File: src/rtl/muldiv_pkg.sv
// Shared encodings, FSM states and helpers for the HI/LO multiply/divide unit.
// No timing of its own.
// No flow control; constants and pure functions only.
package muldiv_pkg;

    localparam logic [1:0] OP_MULT  = 2'b00;
    localparam logic [1:0] OP_MULTU = 2'b01;
    localparam logic [1:0] OP_DIV   = 2'b10;
    localparam logic [1:0] OP_DIVU  = 2'b11;

    localparam logic [4:0]  ITER_LAST = 5'd31;
    localparam logic [31:0] DIV0_LO   = 32'hFFFF_FFFF;

    typedef enum logic [1:0] {
        ST_IDLE = 2'd0,
        ST_RUN  = 2'd1,
        ST_FIX  = 2'd2
    } state_t;

    // Magnitude of a possibly-signed operand; 0x80000000 maps onto itself and
    // is then read as unsigned 2^31, which is what the iterations need.
    function automatic logic [31:0] mag32(input logic [31:0] x, input logic is_signed);
        return (is_signed && x[31]) ? (32'd0 - x) : x;
    endfunction

endpackage

File: src/rtl/muldiv_step.sv
// One iteration of the iterative datapath: a shift-add (multiply) or restoring shift-subtract (divide) step.
// Purely combinational, zero latency.
// No flow control; the owning FSM decides when the result is captured.
module muldiv_step
    import muldiv_pkg::*;
(
    input  logic        i_div,
    input  logic [31:0] i_hi,
    input  logic [31:0] i_lo,
    input  logic [31:0] i_opb,
    output logic [31:0] o_hi,
    output logic [31:0] o_lo
);

    logic [32:0] w_sum;
    logic [32:0] w_shift;
    logic [32:0] w_diff;

    // Multiply: add operand when the low bit of the multiplier is set, then shift the
    // 64-bit {hi,lo} right by one, pulling the carry in. Divide: shift remainder left
    // with the next dividend bit, subtract the divisor using a guard bit and keep the
    // difference only when it is non-negative.
    always_comb begin
        w_sum   = {1'b0, i_hi} + (i_lo[0] ? {1'b0, i_opb} : 33'd0);
        w_shift = {i_hi, i_lo[31]};
        w_diff  = w_shift - {1'b0, i_opb};
        o_hi    = w_sum[32:1];
        o_lo    = {w_sum[0], i_lo[31:1]};
        if (i_div) begin
            if (!w_diff[32]) begin
                o_hi = w_diff[31:0];
                o_lo = {i_lo[30:0], 1'b1};
            end else begin
                o_hi = w_shift[31:0];
                o_lo = {i_lo[30:0], 1'b0};
            end
        end
    end

endmodule

File: src/rtl/hilo_muldiv.sv
// Iterative MULT/MULTU/DIV/DIVU unit owning the architectural HI/LO registers, with MTHI/MTLO write-through.
// Launch-to-result 33 edges (32 iterations + 1 sign-fix edge); done_o pulses the cycle after.
// No queuing: start_i and hilo_we_i are ignored while busy_o is high; the hazard unit must stall.
module hilo_muldiv
    import muldiv_pkg::*;
#(
    parameter int WIDTH = 32
) (
    input  logic             clk_i,
    input  logic             rst_i,
    input  logic             start_i,
    input  logic [1:0]       op_i,
    input  logic [WIDTH-1:0] RSdata_i,
    input  logic [WIDTH-1:0] RTdata_i,
    input  logic [1:0]       hilo_we_i,
    input  logic [WIDTH-1:0] hilo_data_i,
    output logic             busy_o,
    output logic             done_o,
    output logic [WIDTH-1:0] HI_o,
    output logic [WIDTH-1:0] LO_o
);

    state_t      r_state;
    logic [4:0]  r_cnt;
    logic        r_is_div;
    logic        r_neg_res;
    logic        r_neg_rem;
    logic        r_dz;
    logic [31:0] r_rs;
    logic [31:0] r_opb;
    logic [31:0] r_acc_hi;
    logic [31:0] r_acc_lo;
    logic [31:0] r_hi;
    logic [31:0] r_lo;
    logic        r_done;

    logic        w_signed;
    logic        w_idle;
    logic [31:0] w_nxt_hi;
    logic [31:0] w_nxt_lo;
    logic [63:0] w_prod;
    logic [31:0] w_res_hi;
    logic [31:0] w_res_lo;

    assign w_signed = ~op_i[0];
    assign w_idle   = (r_state == ST_IDLE);

    muldiv_step u_step (
        .i_div (r_is_div),
        .i_hi  (r_acc_hi),
        .i_lo  (r_acc_lo),
        .i_opb (r_opb),
        .o_hi  (w_nxt_hi),
        .o_lo  (w_nxt_lo)
    );

    // Sign correction applied on the FIX edge; divide-by-zero bypasses it entirely.
    always_comb begin
        w_prod   = r_neg_res ? (64'd0 - {r_acc_hi, r_acc_lo}) : {r_acc_hi, r_acc_lo};
        w_res_hi = w_prod[63:32];
        w_res_lo = w_prod[31:0];
        if (r_is_div) begin
            if (r_dz) begin
                w_res_hi = r_rs;
                w_res_lo = DIV0_LO;
            end else begin
                w_res_lo = r_neg_res ? (32'd0 - r_acc_lo) : r_acc_lo;
                w_res_hi = r_neg_rem ? (32'd0 - r_acc_hi) : r_acc_hi;
            end
        end
    end

    // FSM, iteration counter, operand latches and architectural HI/LO.
    always_ff @(posedge clk_i) begin
        if (!rst_i) begin
            r_state   <= ST_IDLE;
            r_cnt     <= 5'd0;
            r_is_div  <= 1'b0;
            r_neg_res <= 1'b0;
            r_neg_rem <= 1'b0;
            r_dz      <= 1'b0;
            r_rs      <= 32'd0;
            r_opb     <= 32'd0;
            r_acc_hi  <= 32'd0;
            r_acc_lo  <= 32'd0;
            r_hi      <= 32'd0;
            r_lo      <= 32'd0;
            r_done    <= 1'b0;
        end else begin
            r_done <= 1'b0;
            case (r_state)
                ST_IDLE: begin
                    if (hilo_we_i[1]) r_hi <= hilo_data_i;
                    if (hilo_we_i[0]) r_lo <= hilo_data_i;
                    if (start_i) begin
                        r_state   <= ST_RUN;
                        r_cnt     <= 5'd0;
                        r_is_div  <= op_i[1];
                        r_neg_res <= w_signed & (RSdata_i[31] ^ RTdata_i[31]);
                        r_neg_rem <= w_signed & RSdata_i[31];
                        r_dz      <= op_i[1] & (RTdata_i == 32'd0);
                        r_rs      <= RSdata_i;
                        r_opb     <= mag32(RTdata_i, w_signed);
                        r_acc_hi  <= 32'd0;
                        r_acc_lo  <= mag32(RSdata_i, w_signed);
                    end
                end
                ST_RUN: begin
                    r_acc_hi <= w_nxt_hi;
                    r_acc_lo <= w_nxt_lo;
                    r_cnt    <= r_cnt + 5'd1;
                    if (r_cnt == ITER_LAST) r_state <= ST_FIX;
                end
                ST_FIX: begin
                    r_hi    <= w_res_hi;
                    r_lo    <= w_res_lo;
                    r_done  <= 1'b1;
                    r_state <= ST_IDLE;
                end
                default: r_state <= ST_IDLE;
            endcase
        end
    end

    assign busy_o = (r_state == ST_RUN) || (r_state == ST_FIX);
    assign done_o = r_done;
    assign HI_o   = (w_idle && hilo_we_i[1]) ? hilo_data_i : r_hi;
    assign LO_o   = (w_idle && hilo_we_i[0]) ? hilo_data_i : r_lo;

endmodule

File: config.mk
export PLATFORM = sky130hd
export DESIGN_NAME = hilo_muldiv
export DESIGN_NICKNAME = d
export VERILOG_FILES = /design/src/rtl/muldiv_pkg.sv /design/src/rtl/muldiv_step.sv /design/src/rtl/hilo_muldiv.sv
export SDC_FILE = /design/constraint.sdc
export NUM_CORES = 1
export LEC_CHECK = 0
export CAP_MARGIN = 20
export CORE_MARGIN = 2
export CORE_UTILIZATION = 45
export DETAILED_ROUTE_END_ITERATION = 8
export PLACE_DENSITY = 0.65
export REMOVE_ABC_BUFFERS = 1
export SETUP_SLACK_MARGIN = 0.5
export SYNTH_ARGS = -nofsm -noshare
export SYNTH_HDL_FRONTEND = slang
export SYNTH_SLANG_ARGS = --single-unit
File: constraint.sdc
create_clock -name clk_i -period 10.2 [get_ports clk_i]
set_input_delay 3.06 -clock clk_i [delete_from_list [all_inputs] [get_ports clk_i]]
set_output_delay 3.06 -clock clk_i [all_outputs]
set_load 0.01 [all_outputs]
==> results.txt, run 1 <==
The flow ran to the end, and the final reports show no timing, DRC or antenna violations. The port buffer count was 168. The tools report the total detailed-routing wirelength as 58.6 mm. The setup-violating endpoint count in the final report was 0; the leakage power was 7.31 nW. The total power consumption of the routed design was 2.51 mW.

The tools report the accumulated negative setup slack as 0 ps. The worst path needs 8310 ps of the cycle, external delays included. Derived from the worst setup path, the maximum achievable clock frequency is 0.120 GHz. The run gives 19400 sq um as the final non-filler cell area.

STA classifies the critical path startpoint as an input port. In this run, synthesis inferred 0 flip-flops with an integrated enable. In this run the worst path has a maximum fanout of 36. Post-cts resize count: 0. Traced cell by cell, the critical path runs through clkdlybuf4s50_1 -> nand2_2 -> mux2_2 -> clkdlybuf4s50_1.

Setup repair after global routing left no endpoint under its margin. After synthesis the cells add up to 16700 sq um. In this run the horizontal extent of the chip is 197 um. The first global-routing pass estimated 92.2 mm of wire.

The tool flagged a number of max-cap violations equal to 0. The tools report the floorplan core area as 36600 sq um. Among cell families on the critical path, the largest total delay comes from buffers and inverters.

The logs give 5880 ps for the register-to-register setup slack and 530 ps for the insertion delay of the later-clocked pin in the worst-skew pair. In this run the vertical extent of the chip is 197 um. The number of DRC markers in iteration 0 is 1122, and the actual transition at the worst max-transition pin is 1050 ps. The mean number of vias per cell works out to 6.16. In this run the worst hold path is classified as register to register. In this run the post-CTS setup repair buffer count came out at 0. The logs give 0 for the hold violation total from the final report and 38700 sq um for the overall die area. Headroom to the max-slew limit came out at 29.3%. The run gives 42.6 mm as the half-perimeter wire length of the detailed placement result. The total power divided by cell area works out to 130 nW/um^2. In this design, the critical path's most frequently occurring cell is sky130_fd_sc_hd__clkdlybuf4s50_1. Data on the critical path is required at its endpoint by 7140 ps. The tools report the buffer levels on the longest clock path as 3. The tools report the peak ir drop on the vdd network as 0.0936 mV. The detail route stage leaves a number of antenna-violating nets equal to 0. The tools report the cell at the root of the clock tree as sky130_fd_sc_hd__clkbuf_16. The worst setup path is of the input port to output pin kind.

For this design, the slowest cell found on the critical path is sky130_fd_sc_hd__nand2_2. The number of design rule violations left after detail routing was 0; the via count of the first global-routing pass was 16400. The buffers plus inverters on the worst setup path came out at 2.

The netlist uses 79 different library cells. For this design, the CTS-stage hold fixing added 0 buffers. The average wire per standard cell is 20.9 um, and the total number of nets in the final design is 2495. The run gives 17300 as the total via count after detailed routing. TritonCTS built the clock tree. Buffers inserted during clock tree synthesis total 25. Initial antenna violation count: 0. Global routing used 29.6% of the available tracks. Final max-slew violation count: 0. Dividing the final minimum period by the clock period gives 81.5%. Level count of the clock H-tree: 1. The total number of placement rows was 70; the final weighted congestion in routability-driven placement was 0.958.

Average size of a mapped cell: 7.39 sq um. After clock tree synthesis, the clock-pin slew on the worst setup and hold paths is 60 ps. The largest single stage delay on the critical path is 770 ps. The tools report the cell count after synthesis as 2262. In the synthesized netlist the async set-or-reset flop fraction comes to 0%. The share of the Yosys chip area taken by registers is 24.4%. Summed over all layers, the global routing overflow is 0.

Clock tree synthesis found a total of 204 sinks. The number of synthesized register bits was 204; the largest net degree at the start of global routing was 93. The layout cell share with drive strength beyond 1 was 7.20%; the critical path arrival was 5250 ps.

Area added between synthesis and finish: 16.0%. The placed instances occupy a cell area of 18600 sq um. For this run, the leading register cell type out of synthesis is sky130_fd_sc_hd__dfxtp_1.

The run gives 0 as the synthesis warning total. The number of top-level pins is 169, and the final setup skew is 15.4 ps. For the core utilization of the finished layout, the log shows 52.9%. The first-pass detailed-route iteration total was 5. The tools report the sort of element at the end of the critical path as an output pin. For this configuration, the core starts out at a cell density of 45.7%.
==> worst min-delay path, delay by kind of cell (launching register included) <==
family           cells  cell delay (ps)
flip-flops           1              300
AO/OA/AOI/OAI        1               50
AND/OR/NAND/NOR      1               50
==> worst paths after layout <==
kind | from | endpoint | cells after the start
hold reg to reg | r_lo[27] | r_lo[27] | 2
hold / removal | r_lo[27] | r_lo[27] | 2
setup / recovery | hilo_we_i[1] | HI_o[31] | 4
setup reg to reg | r_acc_lo[31] | r_acc_hi[21] | 13
==> cells by family after synthesis <==
family / share of synthesized area, %
buffers and inverters: 5.51
adder cells (fa/ha/maj): 5.70
AND/OR/NAND/NOR: 18.9
XOR/XNOR: 8.70
AO/OA/AOI/OAI: 28.3
flip-flops: 24.4
multiplexers: 8.49
==> where the power goes <==
group	total, mW	internal [mW]	switching [mW]	leakage, nW
Combinational	0.705	0.298	0.407	5.22
Sequential	0.914	0.854	0.0599	1.68
Clock	0.893	0.537	0.355	0.412
==> metal layers <==
| layer | part of all wire [%] | up-vias | GRT usage [%] |
|---|---|---|---|
| li1 | - | 8335 | - |
| met1 | 44 | 8120 | 39.8 |
| met2 | 45 | 691 | 48.8 |
| met3 | 7.2 | 123 | 2.69 |
| met4 | 4.0 | 0 | 11.7 |
| met5 | 0 | - | 0 |
==> synth_stat cells (12+ instances only) <==
cell / n / area share [%]
sky130_fd_sc_hd__nand2_1: 301 / 6.8
sky130_fd_sc_hd__a21oi_1: 265 / 7.9
sky130_fd_sc_hd__dfxtp_1: 204 / 24
sky130_fd_sc_hd__o21ai_0: 173 / 5.2
sky130_fd_sc_hd__nor2_1: 168 / 3.8
sky130_fd_sc_hd__clkbuf_1: 146 / 3.3
sky130_fd_sc_hd__xnor2_1: 101 / 5.3
sky130_fd_sc_hd__mux2_2: 78 / 5.3
sky130_fd_sc_hd__inv_1: 74 / 1.7
sky130_fd_sc_hd__ha_1: 73 / 5.5
sky130_fd_sc_hd__xor2_1: 65 / 3.4
sky130_fd_sc_hd__mux2i_1: 54 / 3.2
sky130_fd_sc_hd__o221ai_1: 53 / 2.8
sky130_fd_sc_hd__a211oi_1: 46 / 2.1
sky130_fd_sc_hd__nand3_1: 35 / 1.0
sky130_fd_sc_hd__nor3_1: 35 / 1.0
sky130_fd_sc_hd__or3_1: 31 / 1.2
sky130_fd_sc_hd__o211ai_1: 27 / 1.2
sky130_fd_sc_hd__a21o_1: 25 / 1.1
sky130_fd_sc_hd__a22oi_1: 20 / 0.90
sky130_fd_sc_hd__o31ai_1: 19 / 0.85
sky130_fd_sc_hd__nand2b_1: 18 / 0.67
sky130_fd_sc_hd__nor4_1: 18 / 0.67
sky130_fd_sc_hd__o41ai_1: 18 / 0.94
sky130_fd_sc_hd__a31oi_1: 16 / 0.60
sky130_fd_sc_hd__and3_1: 16 / 0.60
sky130_fd_sc_hd__o21bai_1: 12 / 0.54
==> cell type report <==
class	instances	area (sq um)
inverters	74	280
multi-input cells	1819	11700
fillers	3583	17200
repair buffers	193	1870
diodes	1	2.50
flip-flops and latches	204	4090
clock inverters	6	58.8
well taps	468	586
clock buffers	38	764
==> flip-flops by register name, indices dropped and copies added, names as in the netlist <==
signal     flops
done_o         1
r_opb         32
r_dz           1
r_acc_hi      32
r_hi          32
r_neg_rem      1
r_neg_res      1
r_is_div       1
r_cnt          5
r_rs          32
r_lo          32
r_acc_lo      32
r_state        2
==> layout by cell type, fill, tap and decap left out, drive strengths merged, types with 12 or more instances in the layout <==
| master | n |
|---|---|
| o31ai | 19 |
| xor2 | 65 |
| mux2 | 78 |
| mux2i | 54 |
| dfxtp | 204 |
| o21ai | 177 |
| nand2 | 301 |
| o41ai | 18 |
| a22oi | 20 |
| a31oi | 16 |
| clkbuf | 38 |
| a211oi | 46 |
| o211ai | 28 |
| buf | 25 |
| nand3 | 36 |
| clkdlybuf4s50 | 168 |
| o21bai | 12 |
| nor4 | 19 |
| or3 | 31 |
| and3 | 16 |
| nor2 | 169 |
| o221ai | 53 |
| nand2b | 18 |
| inv | 75 |
| a21o | 25 |
| ha | 73 |
| xnor2 | 101 |
| or4 | 12 |
| nor3 | 35 |
| a21oi | 265 |
==> per-stage QoR <==
step / hold WS, ps / setup slack (ps) / cells
finish: 447 / 1890 / 2803
global route: 462 / 1830 / 2802
CTS: 449 / 1880 / 2802
detailed placement: 441 / 1850 / 2758
global placement: 437 / 1920 / 2757
floorplan: 428 / 2890 / 2097
Power figures use the tool's default switching activity.
==> run 2: changes to the inputs <==
--- a/config.mk
+++ b/config.mk
@@ -9,7 +9,7 @@
 export CORE_MARGIN = 2
 export CORE_UTILIZATION = 45
 export DETAILED_ROUTE_END_ITERATION = 8
-export PLACE_DENSITY = 0.65
+export PLACE_DENSITY = 0.68
 export REMOVE_ABC_BUFFERS = 1
 export SETUP_SLACK_MARGIN = 0.5
 export SYNTH_ARGS = -nofsm -noshare
==> constraint.sdc (replaced) <==
create_clock -name clk_i -period 7.26 [get_ports clk_i]
set_input_delay 2.178 -clock clk_i [delete_from_list [all_inputs] [get_ports clk_i]]
set_output_delay 2.178 -clock clk_i [all_outputs]
set_load 0.01 [all_outputs]
==> results.txt, run 2 (synthesized netlist as in run 1, its figures left out) <==
For the power dissipated by switching net loads, the log shows 1.17 mW. The share of total power in sequential cells was 36.5%; the total via count after detailed routing was 17300. For the hold violation total from the final report, the log shows 0. The die outline width works out to 197 um.

On the final layout, the worst hold slack is 450 ps. The die covers 38700 sq um. The floorplan has 70 rows.

The clock share of power came out at 35.1%. IR analysis of the VDD net gives a maximum drop of 0.115 mV. For this run, the top clock speed supported by timing is 0.160 GHz. The clock passes through at most 3 buffers. During I/O placement, the number of pins put on the boundary was 169. The logs give 204 for the total number of clock tree sinks and 26.4% for the relative max-transition margin. In this run, post-CTS hold repair placed 0 buffers.

Measured along the y axis, the die boundary spans 197 um. Cells with a size suffix above 1 make up 7.07% of the layout. The core utilization of the finished layout came out at 53.0%. The number of DRC markers in iteration 0 is 1448, and the smallest setup slack after layout is 1030 ps. The tools report the setup slack at placement as 1020 ps. The logs give 0 for the setup-violating endpoint count in the final report and 0 for the number of design rule violations left after detail routing. The area added between synthesis and finish works out to 16.0%.

STA classifies the critical path startpoint as an input port. At the end of routability-driven placement, the weighted congestion stood at 0.964. The initial antenna violation count is 0. The flow ran to the end, and the final reports show no timing, DRC or antenna violations. On the worst path, the slowest cell contributes a delay of 480 ps. For the buffers inserted during post-CTS setup optimization, the log shows 0.

For the post-cts resize count, the log shows 0. Leaving out fill and tap cells, the most frequent cell in the layout is sky130_fd_sc_hd__nand2_1. After legalization and detailed placement, the total HPWL measured 42.2 mm. The tools report the register-to-register setup slack as 2810 ps.

Effective utilization at floorplan: 45.7%. The max-capacitance violation count is 0. Of the available clock period, the critical path in the final layout requires 85.9%.

For the pin with the worst max-slew slack, the measured transition is 1090 ps. The via count of the first global-routing pass came out at 16100. The mean number of vias per cell is 6.18. Of all nets on the critical path, the largest fanout is 33. For this design the static power due to leakage is 7.30 nW.

In this design, the critical path's most frequently occurring cell is sky130_fd_sc_hd__clkdlybuf4s50_1. Together, buffers and inverters on the worst path number 3. The switching portion of total power was 33.2%; the final non-filler cell area was 19400 sq um.

The worst hold path belongs to the class register to register. Before antenna repair, the detailed router went through 5 iterations. Setup repair after global routing left no endpoint under its margin.

TritonCTS built the clock tree. The layout has 3614 filler cells. The logic gate share of total power was 28.4%; the data required time of the worst path was 5080 ps.

For the largest net degree at the start of global routing, the log shows 92. The signal on the critical path passes through clkdlybuf4s50_1 -> nand2_1 -> buf_4 -> mux2_2 -> clkdlybuf4s50_1. The top cell types in the final layout, fill and taps aside, are 300 x sky130_fd_sc_hd__nand2_1, 262 x sky130_fd_sc_hd__a21oi_1, 202 x sky130_fd_sc_hd__dfxtp_1, 173 x sky130_fd_sc_hd__o21ai_0.

The average wire per standard cell came out at 20.8 um. The cell sitting at the root of the clock tree is a sky130_fd_sc_hd__clkbuf_16. The final max-slew violation count is 0, and the insertion delay of the later-clocked pin in the worst-skew pair is 540 ps. Power spread over the standard cell area amounts to 181 nW/um^2. The count of nets left with antenna violations once routing finished came out at 0.

In the final design database the tool counted 2497 nets. The first-pass GRT wire length was 89.9 mm; the accumulated negative setup slack was 0 ps. The number of diodes added for antenna fixing is 0, and the floorplan core area is 36600 sq um. The total track usage was 28.9%.

The count of buffers added on input and output ports is 168. The critical path arrival is 4060 ps, and the clock transition at the registers of the reported paths is 60 ps. The minimum clock period was 6230 ps. The worst setup path is captured at an output pin. The worst setup path is of the input port to output pin kind. The level count of the clock H-tree is 1. The tools report the design internal power as 2.35 mW. In this run, CTS created clock tree buffers numbering 25.

The tools report the aggregate global routing overflow as 0. Standard cell with the maximum stage delay on the critical path: sky130_fd_sc_hd__clkdlybuf4s50_1. The placed standard-cell area was 18600 sq um; the total detailed-routing wirelength was 58.3 mm. Broken down by cell family, the worst path's largest delay share belongs to buffers and inverters. The clock arrives with 24.3 ps of skew.
## run 2: per-layer routing
metal	vias up	GRT usage [%]	share of wire (%)	wire length, um
met2	706	48.2	45	26300
met1	8168	38.5	44	25800
met4	0	10.9	3.8	2190
met5	-	0	0	0
met3	122	3.15	6.9	4040
li1	8330	-	-	-
## run 2: worst reg2reg max path: cells and delay by family (launching register included)
family / cells / cell delay [ps]
AO/OA/AOI/OAI: 6 / 1300
adder cells (fa/ha/maj): 2 / 720
buffers and inverters: 2 / 760
flip-flops: 1 / 470
multiplexers: 1 / 410
AND/OR/NAND/NOR: 2 / 620
## run 2: through the flow
stage | instances | power, mW
after floorplan | 2097 | 1.90
after global placement | 2759 | 2.27
after detailed placement | 2759 | 2.28
after CTS | 2802 | 3.51
after global routing | 2803 | 3.66
final | 2803 | 3.51
## run 2: layout make-up
type	instances	area, sq um	share of cell area, %
Multi-Input combinational cell	1819	11700	60.5
Sequential cell	204	4090	21.1
Timing Repair Buffer	195	1910	9.85
Clock buffer	39	738	3.81
Tap cell	468	586	3.02
Inverter	74	280	1.45
Clock inverter	4	51.3	0.265
## run 2: worst paths after layout
check               startpoint      endpoint  cells after the start
setup reg to reg  r_acc_lo[31]  r_acc_hi[21]                     13
hold / removal         r_hi[5]       r_hi[5]                      2
hold reg to reg        r_hi[5]       r_hi[5]                      2
setup / recovery  hilo_we_i[0]      LO_o[12]                      5
## run 2: power groups by stage
stage | logic, mW | clock network (mW) | registers, mW
after detailed placement | 0.979 | 0 | 1.30
after CTS | 0.985 | 1.25 | 1.28
after global routing | 1.08 | 1.29 | 1.29
after floorplan | 0.612 | 0 | 1.28
after global placement | 0.966 | 0 | 1.30
final | 0.998 | 1.24 | 1.28
